[config.mk]
export PLATFORM = sky130hd
export DESIGN_NAME = jtframe_dwnld_packer
export DESIGN_NICKNAME = d
export VERILOG_FILES = /design/src/rtl/jtframe_dwnld_pkg.sv /design/src/rtl/jtframe_dwnld_fifo.sv /design/src/rtl/jtframe_dwnld_packer.sv
export SDC_FILE = /design/constraint.sdc
export NUM_CORES = 1
export LEC_CHECK = 0
export CORE_UTILIZATION = 49
export DETAILED_ROUTE_END_ITERATION = 6
export PLACE_DENSITY = 0.75
export SLEW_MARGIN = 20
export SYNTH_ARGS = -nofsm -noshare
export SYNTH_HDL_FRONTEND = slang
export SYNTH_SLANG_ARGS = --single-unit
[constraint.sdc]
create_clock -name clk -period 2.6 [get_ports clk]
set_clock_uncertainty 0.2 [all_clocks]
set_input_delay 0.52 -clock clk [delete_from_list [all_inputs] [get_ports clk]]
set_output_delay 0.52 -clock clk [all_outputs]
set_load 0.02 [all_outputs]
[src/rtl/jtframe_dwnld_pkg.sv]
// Shared types and constants for the ROM download packer.
package jtframe_dwnld_pkg;

    typedef enum logic {
        IDLE  = 1'b0,
        WRITE = 1'b1
    } state_e;

    localparam int unsigned EADDR_W  = 26;
    // Wide enough for eaddr[SDRAMW:0] with SDRAMW up to 23
    localparam int unsigned ENTRY_AW = 24;

    typedef struct packed {
        logic [ENTRY_AW-1:0] addr;
        logic [7:0]          data;
    } fifo_entry_t;

    localparam int unsigned ENTRY_W = $bits(fifo_entry_t);

    localparam logic [1:0] MASK_LO   = 2'b10;
    localparam logic [1:0] MASK_HI   = 2'b01;
    localparam logic [1:0] MASK_NONE = 2'b11;

    function automatic logic [1:0] byte_mask(input logic odd);
        return odd ? MASK_HI : MASK_LO;
    endfunction

endpackage

[src/rtl/jtframe_dwnld_fifo.sv]
// Synchronous FIFO with wrap-bit pointers; a push into a full FIFO is
// accepted when a pop happens in the same cycle.
module jtframe_dwnld_fifo #(
    parameter int unsigned DW = 8,
    parameter int unsigned AW = 2
) (
    input  logic          clk,
    input  logic          rst,
    input  logic          push_i,
    input  logic          pop_i,
    input  logic [DW-1:0] wdata_i,
    output logic [DW-1:0] rdata_c,
    output logic          full_c,
    output logic          empty_c
);

    localparam int unsigned DEPTH = 1 << AW;
    localparam int unsigned PW    = AW + 1;

    logic [DW-1:0] mem_q [DEPTH];
    logic [PW-1:0] wr_ptr_q;
    logic [PW-1:0] rd_ptr_q;
    logic          do_push;
    logic          do_pop;

    assign empty_c = (wr_ptr_q == rd_ptr_q);
    assign full_c  = (wr_ptr_q[AW] != rd_ptr_q[AW]) &&
                     (wr_ptr_q[AW-1:0] == rd_ptr_q[AW-1:0]);
    assign do_pop  = pop_i && !empty_c;
    assign do_push = push_i && (!full_c || do_pop);
    assign rdata_c = mem_q[rd_ptr_q[AW-1:0]];

    always_ff @(posedge clk) begin
        if (rst) begin
            wr_ptr_q <= '0;
            rd_ptr_q <= '0;
        end else begin
            if (do_push) wr_ptr_q <= wr_ptr_q + PW'(1);
            if (do_pop)  rd_ptr_q <= rd_ptr_q + PW'(1);
        end
    end

    // Storage needs no reset: pointers define validity
    always_ff @(posedge clk) begin
        if (do_push) mem_q[wr_ptr_q[AW-1:0]] <= wdata_i;
    end

endmodule

[src/rtl/jtframe_dwnld_packer.sv]
// Packs the byte-wide ioctl download stream into masked 16-bit SDRAM
// prog_* write requests, buffering bursts in a small FIFO.
module jtframe_dwnld_packer
    import jtframe_dwnld_pkg::*;
#(
    parameter int unsigned SDRAMW  = 22,
    parameter int unsigned HEADER  = 0,
    parameter int unsigned FIFO_AW = 2
) (
    input  logic              clk,
    input  logic              rst,
    input  logic              downloading,
    input  logic [24:0]       ioctl_addr,
    input  logic [7:0]        ioctl_dout,
    input  logic              ioctl_wr,
    output logic [SDRAMW-1:0] prog_addr,
    output logic [15:0]       prog_data,
    output logic [1:0]        prog_mask,
    output logic              prog_we,
    input  logic              prog_rdy,
    output logic              dwnld_busy,
    output logic              ovf,
    output logic              range_err
);

    state_e            state_q;
    logic [SDRAMW-1:0] prog_addr_q;
    logic [15:0]       prog_data_q;
    logic [1:0]        prog_mask_q;
    logic              prog_we_q;
    logic              busy_q, busy_d;
    logic              ovf_q, ovf_d;
    logic              range_err_q, range_err_d;
    logic              dl_q;

    logic [EADDR_W-1:0] eaddr_c;
    logic               hdr_ok_c;
    logic               in_range_c;
    logic               strobe_c;
    logic               push_c;
    logic               pop_c;
    logic               dl_rise_c;
    logic               fifo_full;
    logic               fifo_empty;
    fifo_entry_t        fifo_wdata;
    fifo_entry_t        fifo_rdata;
    logic               entry_unused;

    assign eaddr_c    = EADDR_W'(ioctl_addr) - EADDR_W'(HEADER);
    assign hdr_ok_c   = EADDR_W'(ioctl_addr) >= EADDR_W'(HEADER);
    // Word address eaddr[25:1] must fit below 2^SDRAMW
    assign in_range_c = (eaddr_c >> (SDRAMW + 1)) == '0;
    assign strobe_c   = ioctl_wr && downloading && hdr_ok_c;
    assign push_c     = strobe_c && in_range_c;
    assign pop_c      = (state_q == IDLE) && !fifo_empty;
    assign dl_rise_c  = downloading && !dl_q;

    assign fifo_wdata.addr = ENTRY_AW'(eaddr_c[SDRAMW:0]);
    assign fifo_wdata.data = ioctl_dout;
    assign entry_unused    = ^fifo_rdata.addr;

    jtframe_dwnld_fifo #(
        .DW (ENTRY_W),
        .AW (FIFO_AW)
    ) u_fifo (
        .clk     (clk),
        .rst     (rst),
        .push_i  (push_c),
        .pop_i   (pop_c),
        .wdata_i (fifo_wdata),
        .rdata_c (fifo_rdata),
        .full_c  (fifo_full),
        .empty_c (fifo_empty)
    );

    // Sticky flags clear only on a new download start
    always_comb begin
        ovf_d       = (ovf_q & ~dl_rise_c) | (push_c & fifo_full & ~pop_c);
        range_err_d = (range_err_q & ~dl_rise_c) | (strobe_c & ~in_range_c);
        busy_d      = downloading | ~fifo_empty | (state_q != IDLE);
    end

    always_ff @(posedge clk) begin
        if (rst) begin
            ovf_q       <= 1'b0;
            range_err_q <= 1'b0;
            busy_q      <= 1'b0;
            dl_q        <= 1'b0;
        end else begin
            ovf_q       <= ovf_d;
            range_err_q <= range_err_d;
            busy_q      <= busy_d;
            dl_q        <= downloading;
        end
    end

    // Request FSM: WRITE holds prog_* until prog_rdy, then one idle cycle
    always_ff @(posedge clk) begin
        if (rst) begin
            state_q     <= IDLE;
            prog_we_q   <= 1'b0;
            prog_addr_q <= '0;
            prog_data_q <= '0;
            prog_mask_q <= MASK_NONE;
        end else begin
            case (state_q)
                IDLE: begin
                    if (!fifo_empty) begin
                        prog_addr_q <= fifo_rdata.addr[SDRAMW:1];
                        prog_data_q <= {fifo_rdata.data, fifo_rdata.data};
                        prog_mask_q <= byte_mask(fifo_rdata.addr[0]);
                        prog_we_q   <= 1'b1;
                        state_q     <= WRITE;
                    end
                end
                WRITE: begin
                    if (prog_rdy) begin
                        prog_we_q <= 1'b0;
                        state_q   <= IDLE;
                    end
                end
                default: state_q <= IDLE;
            endcase
        end
    end

    assign prog_addr  = prog_addr_q;
    assign prog_data  = prog_data_q;
    assign prog_mask  = prog_mask_q;
    assign prog_we    = prog_we_q;
    assign dwnld_busy = busy_q;
    assign ovf        = ovf_q;
    assign range_err  = range_err_q;

endmodule

==> metrics <==
status=complete, no violations; Initial Util=0.5028; die width=around 120 um; CTS tree=built; Worst-Margin Slew=611.4 ps; critical path's slowest cell=clkdlybuf4s50_1; CTS root buf=clkbuf_16; clk slew on worst S/H paths=approximately 60 ps; All-Layer GR Usage=0.1838; DR vias=3220; Die Area=13410 um2; Bufs and invs on worst path=1; worst setup path class=flop to primary output; Setup crit end kind=primary output; Cell Count Post-Placement=just under 600; first-pass detailed-route iteration total=4; residual overflow from global routing=0; mapped cell area=6345 um2; RSZ-0062 raised after global routing=false; Startpoint Class=flop; vias in the first global route=3249; Final Instance Count excl. Fillers=approximately 620; Routed wire per std cell=around 18 um; Synth cell types=36; crit share post-route=0.8181; Post-CTS Setup Inserts=0; Port-buffer cells=81; Core ar.=approximately 13000 um2; r2r worst-path depth=5; Most Used Layer, Global Route=met2; met3 usage=0.05021; reg2reg setup slack=480 ps; grt met2 use=0.2972; layout cells sized above 1=0.2071; crit path max fanout=3; Clock Sinks=between 150 and 200; Die Span Y=between 100 and 150 um; share of the yosys chip area belonging to registers=0.7320; WP data required=roughly 1900 ps; Post-Syn Nets=383; Final Hold Fails=0; I/O pin cnt=between 80 and 90; DRT Wirelength=between 10000 and 15000 um; Post-DRT Antenna Nets=0; First DRT Iteration DRCs=around 150; first-pass GRT wire length=about 18000 um; ys flop type=edfxtp_1; post-DP HPWL=7294 um; Worst Path Arrival=between 1000 and 1500 ps; CTS resizes=0; max-slew violation count=0; YS warnings=0; cell count after synthesis=340; Async S/R FF share, synth=0; Max stage delay on crit path=between 600 and 700 ps; placer congestion estimate=approximately 0.72; VDD IR-drop max=approximately 0.00061 V; Highest Clock Rate=0.4702 GHz; CTS Hold Bufs=0; H-tree levels=4; Setup-failing EPs final=0; Cell Chain, Critical Path=clkdlybuf4s50_1; number of max-cap violations=0; HP Class=flop to flop; initial antenna violation count=0; Pleak=2.650 nW; CTS Buffer Depth=2; Avg Cell Area, Syn=~19 um2; worst skew pair latency=around 420 ps; Util after Layout=0.6384; # rows=41; Largest delay share family, worst path=buffers and inverters; antenna cells=0; Worst setup startpoint=prog_data[13]; EDFF count, synth=~120; RR Startpoint=u_fifo.wr_ptr_q[0]; pin count of the biggest net entering global routing=31; R2R Path End=prog_data[11]; Layout Nets=between 400 and 500; P&R area growth vs syn=26.98%; critical path depth in cells=1; minimum clock period=about 2100 ps; met1 usage=0.2383; vias per inst=slightly above 5; normalized max-slew margin=0.5924; flops & latches, synth=170; DRC violations left=0; Critical Path Sink=prog_data[5]; Setup TNS=0 ps; Pwr per Cell Area=923.1 nW/um2; cts bufs inserted=17
worst min-delay path by stage:
stage	slack (ps)	cells past startpoint	startpoint	endpoint
final	280	2	range_err	range_err
after global routing	300	2	range_err	range_err
after CTS	290	2	range_err	range_err
after detailed placement	280	2	range_err	range_err
after global placement	250	2	range_err	range_err
after floorplan	290	2	u_fifo.wr_ptr_q[2]	u_fifo.wr_ptr_q[2]
where the power goes:
group | leakage (nW) | internal, mW | total, mW | switching (mW)
combinational | 0.875 | 0.942 | 1.75 | 0.808
sequential | 1.49 | 3.09 | 3.23 | 0.140
clock | 0.282 | 1.50 | 2.46 | 0.960
total | 2.65 | 5.53 | 7.44 | 1.91
state kept, by name, summed over array words and instances (netlist names), 2 cells and up, named ones only:
register         count
prog_addr           22
prog_data            8
prog_mask            2
u_fifo.mem_q       124
u_fifo.rd_ptr_q      3
u_fifo.wr_ptr_q      3
final cells by class:
class / count / area, um2
flip-flops and latches: 170 / 4647
fillers: 897 / 4563
multi-input cells: 145 / 1530
repair buffers: 100 / 1074
clock buffers: 19 / 432.9
well taps: 172 / 215.2
clock inverters: 13 / 150.1
inverters: 2 / 7.507
synth_stat cells (2+ instances only):
library cell / number / share of area
clkbuf_1: 8 / 0.0047
mux4_2: 31 / 0.11
inv_1: 2 / 0.0012
and2_1: 5 / 0.0049
nor2b_1: 2 / 0.0020
nand2_1: 3 / 0.0018
edfxtp_1: 124 / 0.59
nand3_1: 2 / 0.0016
buf_2: 3 / 0.0024
nand2b_1: 2 / 0.0020
xnor2_1: 3 / 0.0041
nor2_1: 40 / 0.024
ha_1: 5 / 0.0099
mux2i_1: 32 / 0.050
dfxtp_1: 46 / 0.15
buf_4: 8 / 0.0095
buf_12: 3 / 0.0095
a21oi_1: 2 / 0.0016
xnor2_2: 2 / 0.0051
worst reg2reg max path: cells and delay by family, from the launching register on:
kind                   cells  cell delay, ps
AND/OR/NAND/NOR            1              60
XOR/XNOR                   1             180
AO/OA/AOI/OAI              1             470
buffers and inverters      1             330
multiplexers               1             230
flip-flops                 1             510
cell families after synthesis:
family	synth area share
mux	0.1605
compound gates	0.01302
simple gates	0.04496
fa+ha+maj	0.009860
buf+inv	0.02899
xor+xnor	0.01065
flops	0.7320
layer usage:
layer	up-vias	wire length, um
met3	10	435
met2	73	5718
met1	1644	4824
li1	1493	-
met4	0	133
met5	-	0
cells in the final DEF, fill, tap and decap left out, types with 2 or more instances in the layout:
cell type and count:
buf_12 10, edfxtp_1 124, clkdlybuf4s50_1 80, mux4_2 31, clkinvlp_4 2, nor2_1 40
bufinv_16 3, clkbuf_16 17, and2_2 4, nor2b_1 2, nand3_1 2, dfxtp_2 2
a21oi_1 2, nand2b_1 2, inv_1 2, ha_1 5, xnor2_1 3, clkbuf_1 2
buf_4 9, mux2i_1 32, clkinv_1 2, clkinv_2 4, dfxtp_1 44, nand2_1 3
xnor2_2 2
metrics by stage:
stage	hold WS [ps]	total power, mW	area (um2)	setup slack [ps]
2_1_floorplan	291.0	4.514	6345	139.5
3_3_place_gp	246.5	5.016	7473	192.9
3_5_place_dp	278.3	5.060	7473	169.2
4_1_cts	285.3	7.521	8056	435.3
5_1_grt	302.7	7.754	8056	394.5
6_report	276.7	7.437	8056	473.0
(Power assumes the default switching activity.)
